File: src/rtl/pwm_pkg.sv
// Shared definitions for the PWM soft-start / reversal ramp controller.
package pwm_pkg;

  localparam int DUTY_W          = 7;
  localparam int DEF_RAMP_DIV    = 1000;
  localparam int DEF_DUTY_STEP   = 1;
  localparam int DEF_DEAD_CYCLES = 5000;

  typedef enum logic [1:0] {
    OFF  = 2'd0,
    RUN  = 2'd1,
    STOP = 2'd2,
    DEAD = 2'd3
  } state_t;

  // Move cur toward tgt by at most step, never overshooting tgt.
  function automatic logic [DUTY_W-1:0] step_toward(
    input logic [DUTY_W-1:0] cur,
    input logic [DUTY_W-1:0] tgt,
    input logic [DUTY_W-1:0] step
  );
    logic [DUTY_W-1:0] res;
    if (cur < tgt) begin
      res = ((tgt - cur) > step) ? (cur + step) : tgt;
    end else if (cur > tgt) begin
      res = ((cur - tgt) > step) ? (cur - step) : tgt;
    end else begin
      res = cur;
    end
    return res;
  endfunction

endpackage

File: src/rtl/pwm_tick_gen.sv
// Ramp prescaler: counts 0..div-1 and flags the terminal count as a tick.
module pwm_tick_gen (
  input  logic        clk,
  input  logic        rst,
  input  logic        clr,
  input  logic [15:0] div,
  output logic        tick
);

  logic [15:0] count_r;

  assign tick = (count_r == (div - 16'd1));

  // Prescaler counter with wrap at the terminal count and restart on clr.
  always_ff @(posedge clk or negedge rst) begin
    if (!rst) begin
      count_r <= 16'd0;
    end else if (clr) begin
      count_r <= 16'd0;
    end else if (tick) begin
      count_r <= 16'd0;
    end else begin
      count_r <= count_r + 16'd1;
    end
  end

endmodule

File: src/rtl/pwm_ramp_ctrl.sv
// Duty ramp controller: soft start/stop, retargeting and dead-timed direction reversal.
module pwm_ramp_ctrl
  import pwm_pkg::*;
#(
  parameter int RAMP_DIV    = DEF_RAMP_DIV,
  parameter int DUTY_STEP   = DEF_DUTY_STEP,
  parameter int DEAD_CYCLES = DEF_DEAD_CYCLES
) (
  input  logic              i_sys_clk,
  input  logic              i_rst,
  input  logic              i_cmd_valid,
  input  logic [DUTY_W-1:0] i_cmd_duty,
  input  logic              i_cmd_dir,
  input  logic              i_cmd_on,
  output logic              o_cmd_ready,
  output logic [DUTY_W-1:0] o_duty,
  output logic              o_duty_en,
  output logic              o_direction,
  output logic              o_on_off,
  output logic              o_at_target
);

  localparam logic [DUTY_W-1:0] STEP_C = DUTY_W'(DUTY_STEP);
  localparam logic [15:0]       DEAD_C = 16'(DEAD_CYCLES);
  localparam logic [15:0]       DIV_C  = 16'(RAMP_DIV);

  state_t            state_r, state_s;
  logic [DUTY_W-1:0] cur_r, cur_s;
  logic [DUTY_W-1:0] tgt_r, tgt_s;
  logic              pend_dir_r, pend_dir_s;
  logic              pend_off_r, pend_off_s;
  logic [15:0]       dead_r, dead_s;
  logic              dir_r, dir_s;
  logic              on_r, on_s;
  logic              duty_en_r;
  logic              at_target_r;
  logic              tick_s;
  logic              clr_s;
  logic              accept_s;

  pwm_tick_gen u_tick (
    .clk  (i_sys_clk),
    .rst  (i_rst),
    .clr  (clr_s),
    .div  (DIV_C),
    .tick (tick_s)
  );

  assign o_cmd_ready = (state_r == OFF) || (state_r == RUN);
  assign accept_s    = i_cmd_valid && o_cmd_ready;
  assign o_duty      = cur_r;
  assign o_duty_en   = duty_en_r;
  assign o_direction = dir_r;
  assign o_on_off    = on_r;
  assign o_at_target = at_target_r;

  // Next-state, ramp arithmetic and dead-time countdown.
  always_comb begin
    state_s    = state_r;
    cur_s      = cur_r;
    tgt_s      = tgt_r;
    pend_dir_s = pend_dir_r;
    pend_off_s = pend_off_r;
    dead_s     = dead_r;
    dir_s      = dir_r;
    on_s       = on_r;
    clr_s      = 1'b0;
    case (state_r)
      OFF: begin
        if (accept_s && i_cmd_on) begin
          state_s = RUN;
          tgt_s   = i_cmd_duty;
          dir_s   = i_cmd_dir;
          on_s    = 1'b1;
          clr_s   = 1'b1;
        end else begin
          state_s = OFF;
        end
      end
      RUN: begin
        if (tick_s) begin
          cur_s = step_toward(cur_r, tgt_r, STEP_C);
        end else begin
          cur_s = cur_r;
        end
        if (!accept_s) begin
          state_s = RUN;
        end else if (!i_cmd_on) begin
          pend_off_s = 1'b1;
          state_s    = STOP;
        end else if (i_cmd_dir != dir_r) begin
          pend_dir_s = i_cmd_dir;
          tgt_s      = i_cmd_duty;
          pend_off_s = 1'b0;
          state_s    = STOP;
        end else begin
          tgt_s = i_cmd_duty;
        end
      end
      STOP: begin
        if (cur_r != {DUTY_W{1'b0}}) begin
          if (tick_s) begin
            cur_s = step_toward(cur_r, {DUTY_W{1'b0}}, STEP_C);
          end else begin
            cur_s = cur_r;
          end
        end else if (pend_off_r) begin
          state_s = OFF;
          on_s    = 1'b0;
        end else begin
          state_s = DEAD;
          dead_s  = DEAD_C;
        end
      end
      DEAD: begin
        // Direction only flips here, with duty already held at zero.
        if (dead_r == 16'd0) begin
          dir_s   = pend_dir_r;
          state_s = RUN;
          clr_s   = 1'b1;
        end else begin
          dead_s = dead_r - 16'd1;
        end
      end
      default: begin
        state_s = OFF;
      end
    endcase
  end

  // Registered state and outputs; strobe and at-target derive from next values.
  always_ff @(posedge i_sys_clk or negedge i_rst) begin
    if (!i_rst) begin
      state_r     <= OFF;
      cur_r       <= {DUTY_W{1'b0}};
      tgt_r       <= {DUTY_W{1'b0}};
      pend_dir_r  <= 1'b0;
      pend_off_r  <= 1'b0;
      dead_r      <= 16'd0;
      dir_r       <= 1'b0;
      on_r        <= 1'b0;
      duty_en_r   <= 1'b0;
      at_target_r <= 1'b0;
    end else begin
      state_r     <= state_s;
      cur_r       <= cur_s;
      tgt_r       <= tgt_s;
      pend_dir_r  <= pend_dir_s;
      pend_off_r  <= pend_off_s;
      dead_r      <= dead_s;
      dir_r       <= dir_s;
      on_r        <= on_s;
      duty_en_r   <= (cur_s != cur_r);
      at_target_r <= (state_s == RUN) && (cur_s == tgt_s);
    end
  end

endmodule

File: config.mk
export PLATFORM = sky130hd
export DESIGN_NAME = pwm_ramp_ctrl
export DESIGN_NICKNAME = d
export VERILOG_FILES = /design/src/rtl/pwm_pkg.sv /design/src/rtl/pwm_tick_gen.sv /design/src/rtl/pwm_ramp_ctrl.sv
export SDC_FILE = /design/constraint.sdc
export NUM_CORES = 1
export LEC_CHECK = 0
export ABC_AREA = 1
export BUFFER_PORTS_ARGS = -buffer_cell sky130_fd_sc_hd__buf_4
export CAP_MARGIN = 20
export CORE_MARGIN = 4
export CORE_UTILIZATION = 33
export DETAILED_ROUTE_END_ITERATION = 6
export GPL_TIMING_DRIVEN = 0
export HOLD_SLACK_MARGIN = 0.03
export PLACE_DENSITY = 0.54
export REMOVE_ABC_BUFFERS = 1
export SLEW_MARGIN = 20
export SYNTH_ARGS = -nofsm -noshare
export SYNTH_HDL_FRONTEND = slang
export SYNTH_SLANG_ARGS = --single-unit
File: constraint.sdc
create_clock -name i_sys_clk -period 5.19 [get_ports i_sys_clk]
set_clock_uncertainty 0.2 [all_clocks]
set_input_delay 0.2595 -clock i_sys_clk [delete_from_list [all_inputs] [get_ports i_sys_clk]]
set_output_delay 0.2595 -clock i_sys_clk [all_outputs]
set_load 0.01 [all_outputs]
==> results.ini, run 1 <==
[place]
dp_hpwl_um = 8640
gp_congestion = 0.857
dp_cells = 811
io_buffer_count = 23

[critical_path]
end_kind = flop
worstPathMaxFanout = 10
path_buf_inv = 2
critPathRequiredTime_ns = 5.15
path_depth = 19
setup.worst_path.start_class = flop
reg2reg_depth = 19
slowest_stage = dfrtp_1
cp_common_cell = nand2_1
critical_path.cell_chain = inv_1 > ha_1 > nand2_1 > inv_1 > nand2_1 > nand3_1 > nand2_1 > nor2_2 > nand3_2 > nand2_1 > nand3_1 > nand2_1 > nand2_1 > nand2_1 > nand2_1 > nand2_1 > o21ai_0 > nor2_1 > nand3_1
path_delay_family = simple AND/OR/NAND/NOR gates
r2r-start = o_duty[2]
crit_start = o_duty[2]
slowest_delay_ns = 0.71
crit_type = reg2reg
worstPathArrival_ns = 3.68

[logic_synthesis]
synth_compound_area_frac = 0.0780
async_flop_share = 1.00
yosys_warnings = 0
synth.largest_area_cell = dfrtp_1
ys_top_cells_by_count = 188 x nand2_1, 84 x inv_1, 63 x nand3_1, 54 x dfrtp_1, 48 x nor2_1
synthMuxAreaShare = 0.00497
yosysUniqueCellTypes = 42
ys.flop_type = dfrtp_1
synth-simple-area-share = 0.403
synthAdderAreaFrac = 0.0736
synth-edff-count = 0
ys_ff_latch = 54
synth.area.top_cells = dfrtp_1 32%, nand2_1 16%, nand3_1 7.4%, inv_1 7.4%, ha_1 6.4%
synth.most_common_cell = nand2_1
synthXorXnorAreaFrac = 0.0348
synth-seq-area-share = 0.316
netlist_area_um2 = 4280
synth_top_family_by_area = simple AND/OR/NAND/NOR gates
synth.avg_cell_area_um2 = 6.86
syn-instance-count = 624
synth_top_area_frac = 0.316

[sta]
worst_slew_pin_slew_ns = 0.715
fmax_ghz = 0.269
hold_violations = 0
slew_violations = 0
finalCritPeriodShare = 0.718
rsz0062_at_grt = no
tns_ns = 0
finalCriticalPeriod_ns = 3.72
slew_headroom = 0.523
final-setup-viol-count = 0

[die]
io_pins = 24
die_area_um2 = 14900
die_y_um = 122
initial_core_util = 0.338
core_area_um2 = 12700
row_count = 41
die_x_um = 122

[routing]
routed_wl_um = 11000
dr.first_iter.drc_count = 275
drt_pass1_iterations = 5
antenna_left = 0
num_vias = 4065
drc = 0
post_drt_wl_per_cell_um = 13.3
via_per_inst = 4.93

[job]
drv_cap = 0

[cts]
cts_tree = yes
ctsResizeCount = 0
clk_path_buf_depth = 2
clock-sinks = 54
cts-buffers-inserted = 5
htreeDepth = 2
root_buffer = clkbuf_16
clk_pin_slew_ns = 0.07
insertion_delay_ns = 0.29

[worst_hold_path]
hold_path_class = in2reg
hp-start = i_cmd_duty[0]
holdPathStages = 3

[layout]
antenna_cells = 0
synthToLayoutAreaGrowth_pct = 12.4
nets = 688
drive_gt1_frac = 0.0813
stdcell_count = 824

[status]
status = complete, no violations

[global_routing]
overflow = 0
grt_max_degree = 55
grt_pass1_vias = 3861
antenna_found_initial = 0
grt_pass1_wl_um = 18700
grt_use_total = 0.155

[power]
peakVddDrop_uv = 205
p_per_area_nw_per_um2 = 441
leakagePower_uw = 0.00241

## placed cells by master, fill, tap and decap left out, drive strengths merged, types with 3 or more instances in the layout
cell type	instances
o21ai	30
nand3	67
clkbuf	5
nor3	19
inv	87
dlygate4sd3	6
buf	23
xor2	13
nor2	57
a31oi	3
xnor2	4
nand2	192
dfrtp	54
ha	22
a21oi	19
nand4	25
nor4	4
## final cells by class
class,instances,area [um^2]
fillers,1385,7860
multi-input cells,475,2540
flip-flops and latches,54,1350
inverters,87,327
repair buffers,29,233
well taps,172,215
clock buffers,5,125
clock inverters,2,15.0
## report_power, final
part | switching (uW) | internal, uW
combinational | 738 | 372
clock | 151 | 176
sequential | 132 | 552
total | 1020 | 1100
## routing by layer
metal	track usage	vias to the layer above	wire length (um)
met4	0.0378	0	163
met5	0	-	0
met2	0.248	83	5060
met3	0.0214	12	427
li1	-	2092	-
met1	0.221	1878	5310
## sequential cells by signal, indices dropped and copies added, names as in the netlist
register	count
u_tick.count_r	16
o_at_target	1
o_on_off	1
tgt_r	7
o_duty_en	1
o_direction	1
pend_dir_r	1
state_r	2
pend_off_r	1
o_duty	7
dead_r	16
## stage by stage
stage | instance area [um^2] | setup slack (ns) | total power (uW) | utilization | hold slack [ns]
6_report | 4810 | 1.47 | 2120 | 0.380 | 0.0320
3_5_place_dp | 4610 | 1.50 | 1790 | 0.364 | 0.162
5_1_grt | 4810 | 1.05 | 2350 | 0.380 | 0.0445
2_1_floorplan | 4220 | 2.23 | 1500 | - | -0.236
3_3_place_gp | 4610 | 1.49 | 1770 | 0.364 | 0.165
4_1_cts | 4810 | 1.46 | 2130 | 0.380 | 0.0336
## tightest hold or removal path: stages
cell	delay, ns
buf_4	0.08
nand2_1	0.04
nand2_1	0.10
## logic make-up (layout without fill, tap and decap cells)
group / count (synthesis) / after routing
compound gates: 61 / 61
xor+xnor: 17 / 17
fa+ha+maj: 24 / 24
buf+inv: 95 / 123
flops: 54 / 54
mux: 2 / 2
simple gates: 371 / 371
## what timing repair did
item	in CTS	in global routing
hold endpoints to repair	59	0
hold buffers	6	0
setup buffers	0	0
## path summary, 6_finish.rpt
path,to,slack [ns]
max,o_duty_en,1.47
min,tgt_r[0],0.03
max reg2reg,o_duty_en,1.47
min reg2reg,u_tick.count_r[0],0.25
max in group asynchronous,dead_r[4],3.96
min in group asynchronous,u_tick.count_r[9],0.37
(Power assumes the default switching activity.)
==> run 2, diff against run 1 <==
Clock period 5.19 ns to 3.9 ns, I/O delays scaled along.
==> run 2 against run 1 <==
Sequential power up 33%. Maximum frequency rose by 8.5%. Register-to-register slack lost 1.0 ns. Core utilization grew 0.41 points. Count of clock-buffer cells in the layout stayed put. Sequential share of layout area fell by 0.20 points. Hold slack improved by 0.11 ns. Combinational power increased by 34%. Largest cell class unchanged.
==> results.ini, run 2 (synthesis results as in run 1) <==
[critical_path]
slowest_delay_ns = 0.52  ; was 0.71 ns
slowest_stage = dfrtp_2  ; was dfrtp_1
reg2reg_depth = 19  ; unchanged
worstPathMaxFanout = 10  ; unchanged
r2r_slack_ns = 0.47  ; was 1.47 ns
cp_common_cell = nand2_1  ; unchanged
crit_start = o_duty[0]  ; was o_duty[2]
setup.worst_path.start_class = flop  ; unchanged
end_kind = flop  ; unchanged
path_depth = 19  ; unchanged
worst_r2r_endpoint = o_duty_en  ; unchanged
r2r-start = o_duty[0]  ; was o_duty[2]
critPathRequiredTime_ns = 3.86  ; was 5.15 ns
cp-endpoint = o_duty_en  ; unchanged
worstPathArrival_ns = 3.39  ; was 3.68 ns
path_delay_family = simple AND/OR/NAND/NOR gates  ; unchanged
crit_type = reg2reg  ; unchanged
critical_path.cell_chain = inv_1 > ha_1 > fa_1 > inv_1 > nand2_1 > nand3_1 > nand2_1 > nor2_4 > nand3_2 > nand2_1 > nand3_1 > nand2_1 > nand2_1 > nand2_1 > nand2_1 > nand2_1 > o21ai_0 > nor2_1 > nand3_1  ; was inv_1 > ha_1 > nand2_1 > inv_1 > nand2_1 > nand3_1 > nand2_1 > nor2_2 > nand3_2 > nand2_1 > nand3_1 > nand2_1 > nand2_1 > nand2_1 > nand2_1 > nand2_1 > o21ai_0 > nor2_1 > nand3_1
path_buf_inv = 2  ; unchanged

[die]
io_pins = 24  ; unchanged
core_area_um2 = 12700  ; unchanged
die_area_um2 = 14900  ; unchanged
row_count = 41  ; unchanged
die_x_um = 122  ; unchanged
die_y_um = 122  ; unchanged
initial_core_util = 0.338  ; unchanged

[worst_hold_path]
hold_path_class = in2reg  ; unchanged

[routing]
drc = 0  ; unchanged
num_vias = 4078  ; was 4,065
post_drt_wl_per_cell_um = 13.3  ; about the same
drt_pass1_iterations = 5  ; unchanged
dr.first_iter.drc_count = 261  ; was 275
routed_wl_um = 11000  ; about the same
antenna_left = 0  ; unchanged
via_per_inst = 4.93  ; about the same

[sta]
tns_ns = 0  ; unchanged
whs_ns = 0.146  ; was 0.0320 ns
worst_slew_pin_slew_ns = 0.710  ; was 0.715 ns
slew_violations = 0  ; unchanged
slew_headroom = 0.526  ; was 0.523
rsz0062_at_grt = no  ; unchanged
final-setup-viol-count = 0  ; unchanged
hold_violations = 0  ; unchanged
setup_ws_ns = 0.468  ; was 1.47 ns
finalCritPeriodShare = 0.880  ; was 0.718
fmax_ghz = 0.291  ; was 0.269 GHz
finalCriticalPeriod_ns = 3.43  ; was 3.72 ns

[cts]
cts-buffers-inserted = 5  ; unchanged
cts_tree = yes  ; unchanged
htreeDepth = 2  ; unchanged
clk_path_buf_depth = 2  ; unchanged
root_buffer = clkbuf_16  ; unchanged
insertion_delay_ns = 0.29  ; about the same
clk_pin_slew_ns = 0.07  ; about the same
clock-sinks = 54  ; unchanged

[place]
pre_cts_ws_ns = 0.207  ; was 1.50 ns
placed_cell_area_um2 = 4610  ; unchanged
io_buffer_count = 23  ; unchanged
dp_cells = 811  ; unchanged
dp_hpwl_um = 8640  ; unchanged
gp_congestion = 0.857  ; unchanged

[global_routing]
grt_pass1_vias = 3879  ; was 3,861
antenna_found_initial = 0  ; unchanged
grt_use_total = 0.155  ; about the same
overflow = 0  ; unchanged
grt_pass1_wl_um = 18800  ; was 18,700 um
grt_max_degree = 55  ; unchanged

[layout]
reg_top3 = dead_r: 16 flops, u_tick.count_r: 16 flops  ; unchanged
drive_gt1_frac = 0.0884  ; was 0.0813
layout_common_cells = 188 x nand2_1, 84 x inv_1, 63 x nand3_1, 50 x dfrtp_1, 48 x nor2_1  ; was 188 x nand2_1, 84 x inv_1, 63 x nand3_1, 54 x dfrtp_1, 48 x nor2_1
synthToLayoutAreaGrowth_pct = 13.6  ; was 12.4%
layout_commonest_cell = nand2_1  ; unchanged
design_area_um2 = 4860  ; was 4810 um^2
antenna_cells = 0  ; unchanged
stdcell_count = 828  ; was 824
nets = 692  ; was 688

[job]
drv_cap = 0  ; unchanged

[power]
p_per_area_nw_per_um2 = 584  ; was 441 nW/um^2
leakagePower_uw = 0.00242  ; was 0.00241 uW
peakVddDrop_uv = 272  ; was 205 uV

[status]
status = complete, no violations  ; unchanged

[run 2: worst min path at each step]
stage / startpoint / end / slack [ns] / cells past startpoint
3_5_place_dp: i_rst / u_tick.count_r[9] / 0.1 / 1
6_report: i_cmd_valid / state_r[0] / 0.15 / 6
3_3_place_gp: i_rst / u_tick.count_r[9] / 0.10 / 1
4_1_cts: i_cmd_valid / state_r[0] / 0.14 / 6
5_1_grt: i_cmd_valid / state_r[0] / 0.19 / 6
2_1_floorplan: i_rst / dead_r[0] / -0.30 / 0
[run 2: repair_timing]
item | in CTS | in global routing
setup buffers | 0 | 0
endpoints found under the hold margin | 63 | 0
resized for setup | 0 | 6
setup endpoints to repair | 0 | 2
hold buffers | 10 | 0
[run 2: area by class of cell]
class	instances	area (um^2)
fillers	1381	7810
clock buffers	5	125
multi-input cells	475	2550
clock inverters	2	15.0
well taps	172	215
inverters	87	327
flip-flops and latches	54	1360
repair buffers	33	273
[run 2: per-stage QoR]
stage                      util  total power, uW
final                     0.384             2840
after global routing      0.384             3140
after CTS                 0.383             2840
after detailed placement  0.364             2380
after global placement    0.364             2360
after floorplan               -             1990
[run 2: per-layer routing]
metal	wire (um)	vias to the layer above	GRT usage
met5	0	-	0
met4	180	0	0.0378
met3	382	14	0.0214
met2	5060	74	0.249
met1	5400	1891	0.221
li1	-	2099	-
[run 2: worst reg2reg max path, delay by kind of cell, from the launching register on]
family | cells | cell delay, ns
AND/OR/NAND/NOR | 14 | 1.47
AO/OA/AOI/OAI | 1 | 0.11
flip-flops | 1 | 0.52
adder cells (fa/ha/maj) | 2 | 0.70
buffers and inverters | 2 | 0.29
[run 2: where the power goes]
part	internal, uW	total (uW)	switching (uW)
clock	235	435	201
sequential	735	910	176
combinational	503	1490	990
total	1470	2840	1370
==> run 3, diff against run 2 <==
Settings changed: CELL_PAD_IN_SITES_DETAIL_PLACEMENT from default to 1, CELL_PAD_IN_SITES_GLOBAL_PLACEMENT from default to 2, CORE_MARGIN 4 to default, PLACE_DENSITY 0.54 to 0.82, RECOVER_POWER from default to 100.
==> run 3 against run 2 <==
Core utilization down 0.59 points. Sequential power up 1%. Total power up 1.7%. Setup slack worse by 0.11 ns. Die area down 9.6%.
==> results.ini, run 3 (synthesis results as in run 1) <==
[critical_path]
critical_path.cell_chain = inv_1 > ha_1 > nand2_1 > inv_1 > nand2_1 > nand3_1 > nand2_1 > nor2_2 > nand3_2 > nand2_1 > nand3_1 > nand2_1 > nand2_1 > nand2_1 > nand2_1 > nand3_1 > nand3_1 > nor2_1 > nand3_1  ; was inv_1 > ha_1 > fa_1 > inv_1 > nand2_1 > nand3_1 > nand2_1 > nor2_4 > nand3_2 > nand2_1 > nand3_1 > nand2_1 > nand2_1 > nand2_1 > nand2_1 > nand2_1 > o21ai_0 > nor2_1 > nand3_1
end_kind = flop  ; unchanged
critPathRequiredTime_ns = 3.86  ; about the same
path_buf_inv = 2  ; unchanged
slowest_stage = dfrtp_2  ; unchanged
worstPathMaxFanout = 9  ; was 10
worstPathArrival_ns = 3.50  ; was 3.39 ns
setup.worst_path.start_class = flop  ; unchanged
crit_type = reg2reg  ; unchanged
slowest_delay_ns = 0.56  ; was 0.52 ns
path_delay_family = simple AND/OR/NAND/NOR gates  ; unchanged
cp_common_cell = nand2_1  ; unchanged

[cts]
clk_pin_slew_ns = 0.07  ; about the same
root_buffer = clkbuf_16  ; unchanged
insertion_delay_ns = 0.29  ; about the same
clk_path_buf_depth = 2  ; unchanged
cts-buffers-inserted = 5  ; unchanged
clock-sinks = 54  ; unchanged
cts_tree = yes  ; unchanged
htreeDepth = 2  ; unchanged

[routing]
drt_pass1_iterations = 4  ; was 5
post_drt_wl_per_cell_um = 15.2  ; was 13.3 um
num_vias = 4177  ; was 4,078
routed_wl_um = 12600  ; was 11,000 um
drc = 0  ; unchanged
antenna_left = 0  ; unchanged
dr.first_iter.drc_count = 157  ; was 261
via_per_inst = 5.05  ; was 4.93

[sta]
slew_headroom = 0.0975  ; was 0.526
worst_slew_pin_slew_ns = 1.35  ; was 0.710 ns
tns_ns = 0  ; unchanged
hold_violations = 0  ; unchanged
setup_ws_ns = 0.362  ; was 0.468 ns
rsz0062_at_grt = no  ; unchanged
fmax_ghz = 0.283  ; was 0.291 GHz
slew_violations = 0  ; unchanged
finalCriticalPeriod_ns = 3.54  ; was 3.43 ns
finalCritPeriodShare = 0.907  ; was 0.880
final-setup-viol-count = 0  ; unchanged

[global_routing]
overflow = 0  ; unchanged
grt_max_degree = 55  ; unchanged
antenna_found_initial = 0  ; unchanged
grt_pass1_vias = 4364  ; was 3,879
grt_pass1_wl_um = 21400  ; was 18,800 um
grt_use_total = 0.204  ; was 0.155

[layout]
synthToLayoutAreaGrowth_pct = 11.4  ; was 13.6%
nets = 692  ; unchanged
drive_gt1_frac = 0.0641  ; was 0.0884
layout_commonest_cell = nand2_1  ; unchanged
reg_top3 = dead_r: 16 flops, u_tick.count_r: 16 flops  ; unchanged
antenna_cells = 0  ; unchanged
design_area_um2 = 4770  ; was 4860 um^2
fillers = 1671  ; was 1,381
layout_common_cells = 191 x nand2_1, 84 x inv_1, 64 x nand3_1, 50 x nor2_1, 50 x dfrtp_1  ; was 188 x nand2_1, 84 x inv_1, 63 x nand3_1, 50 x dfrtp_1, 48 x nor2_1

[power]
power.internal_uw = 1470  ; about the same
clock_power_share = 0.152  ; was 0.153
p_seq_frac = 0.318  ; was 0.321
p_sw_frac = 0.490  ; was 0.481
share_comb_of_total_power = 0.529  ; was 0.526
peakVddDrop_uv = 308  ; was 272 uV
p_per_area_nw_per_um2 = 606  ; was 584 nW/um^2
finalPower_uw = 2890  ; was 2840 uW
p_sw_uw = 1420  ; was 1370 uW
leakagePower_uw = 0.00237  ; was 0.00242 uW

[die]
io_pins = 24  ; unchanged
row_count = 41  ; unchanged
die_x_um = 116  ; was 122 um
die_y_um = 116  ; was 122 um
initial_core_util = 0.339  ; was 0.338
die_area_um2 = 13400  ; was 14,900 um^2
core_area_um2 = 12600  ; was 12,700 um^2

[place]
gp_congestion = 0.867  ; was 0.857
pre_cts_ws_ns = 0.0634  ; was 0.207 ns
dp_hpwl_um = 10000  ; was 8640 um
io_buffer_count = 23  ; unchanged
placed_cell_area_um2 = 4610  ; unchanged

[worst_hold_path]
hold_path_class = in2reg  ; unchanged

[job]
drv_cap = 0  ; unchanged

[status]
status = complete, no violations  ; unchanged

[run 3: cell count changes in the layout (fill, tap and decap cells not counted), sizes merged]
cell,before,now
buf,23,14
clkbuf,5,15
clkinvlp,2,0
[run 3: routing by layer]
metal	GRT usage	part of all wire	vias to the layer above
met5	0	0	-
met4	0.0513	0.013	0
met3	0.0225	0.023	9
met2	0.372	0.50	45
met1	0.254	0.46	2023
li1	-	-	2100
[run 3: final timing paths]
| check | start | to | slack [ns] | cells past startpoint |
|---|---|---|---|---|
| max reg2reg | o_duty[3] | o_duty_en | 0.36 | 19 |
| min in group asynchronous | i_rst | u_tick.count_r[12] | 0.55 | 2 |
| min reg2reg | u_tick.count_r[0] | u_tick.count_r[0] | 0.25 | 1 |
| max in group asynchronous | i_rst | o_duty[1] | 2.03 | 2 |
| min | i_cmd_valid | state_r[0] | 0.18 | 6 |
| max | o_duty[3] | o_duty_en | 0.36 | 19 |
[run 3: what timing repair did]
item / CTS / global route
endpoints found under the hold margin: 63 / 0
buffers inserted: 0 / 0
hold buffers: 10 / 0
setup endpoints to repair: 0 / 2
resized for setup: 0 / 6
[run 3: cell type report]
type	count	area (um^2)	area share
multi-input combinational	475	2490	0.523
sequential	54	1360	0.284
inverter	87	327	0.0685
timing repair buffer	33	240	0.0504
tap	172	215	0.0451
clock buffer	6	139	0.0291
[run 3: power by group through the flow]
stage	Clock, uW	Sequential [uW]	Combinational (uW)
after floorplan	0	873	1120
after global placement	0	920	1490
after detailed placement	0	929	1540
after CTS	457	923	1560
after global routing	477	945	1770
final	440	919	1530
[run 3: stage by stage]
stage / cells / hold slack, ns / util
after floorplan: 616 / -0.301 / -
after global placement: 811 / 0.0932 / 0.365
after detailed placement: 811 / 0.103 / 0.365
after CTS: 827 / 0.156 / 0.384
after global routing: 827 / 0.244 / 0.378
final: 827 / 0.180 / 0.378
[run 3: tightest hold or removal path, stage by stage]
cell and delay, ns:
buf_4 0.12, o21ai_0 0.07, nand2_1 0.05, nand4_1 0.09
nand2_1 0.07, inv_1 0.05
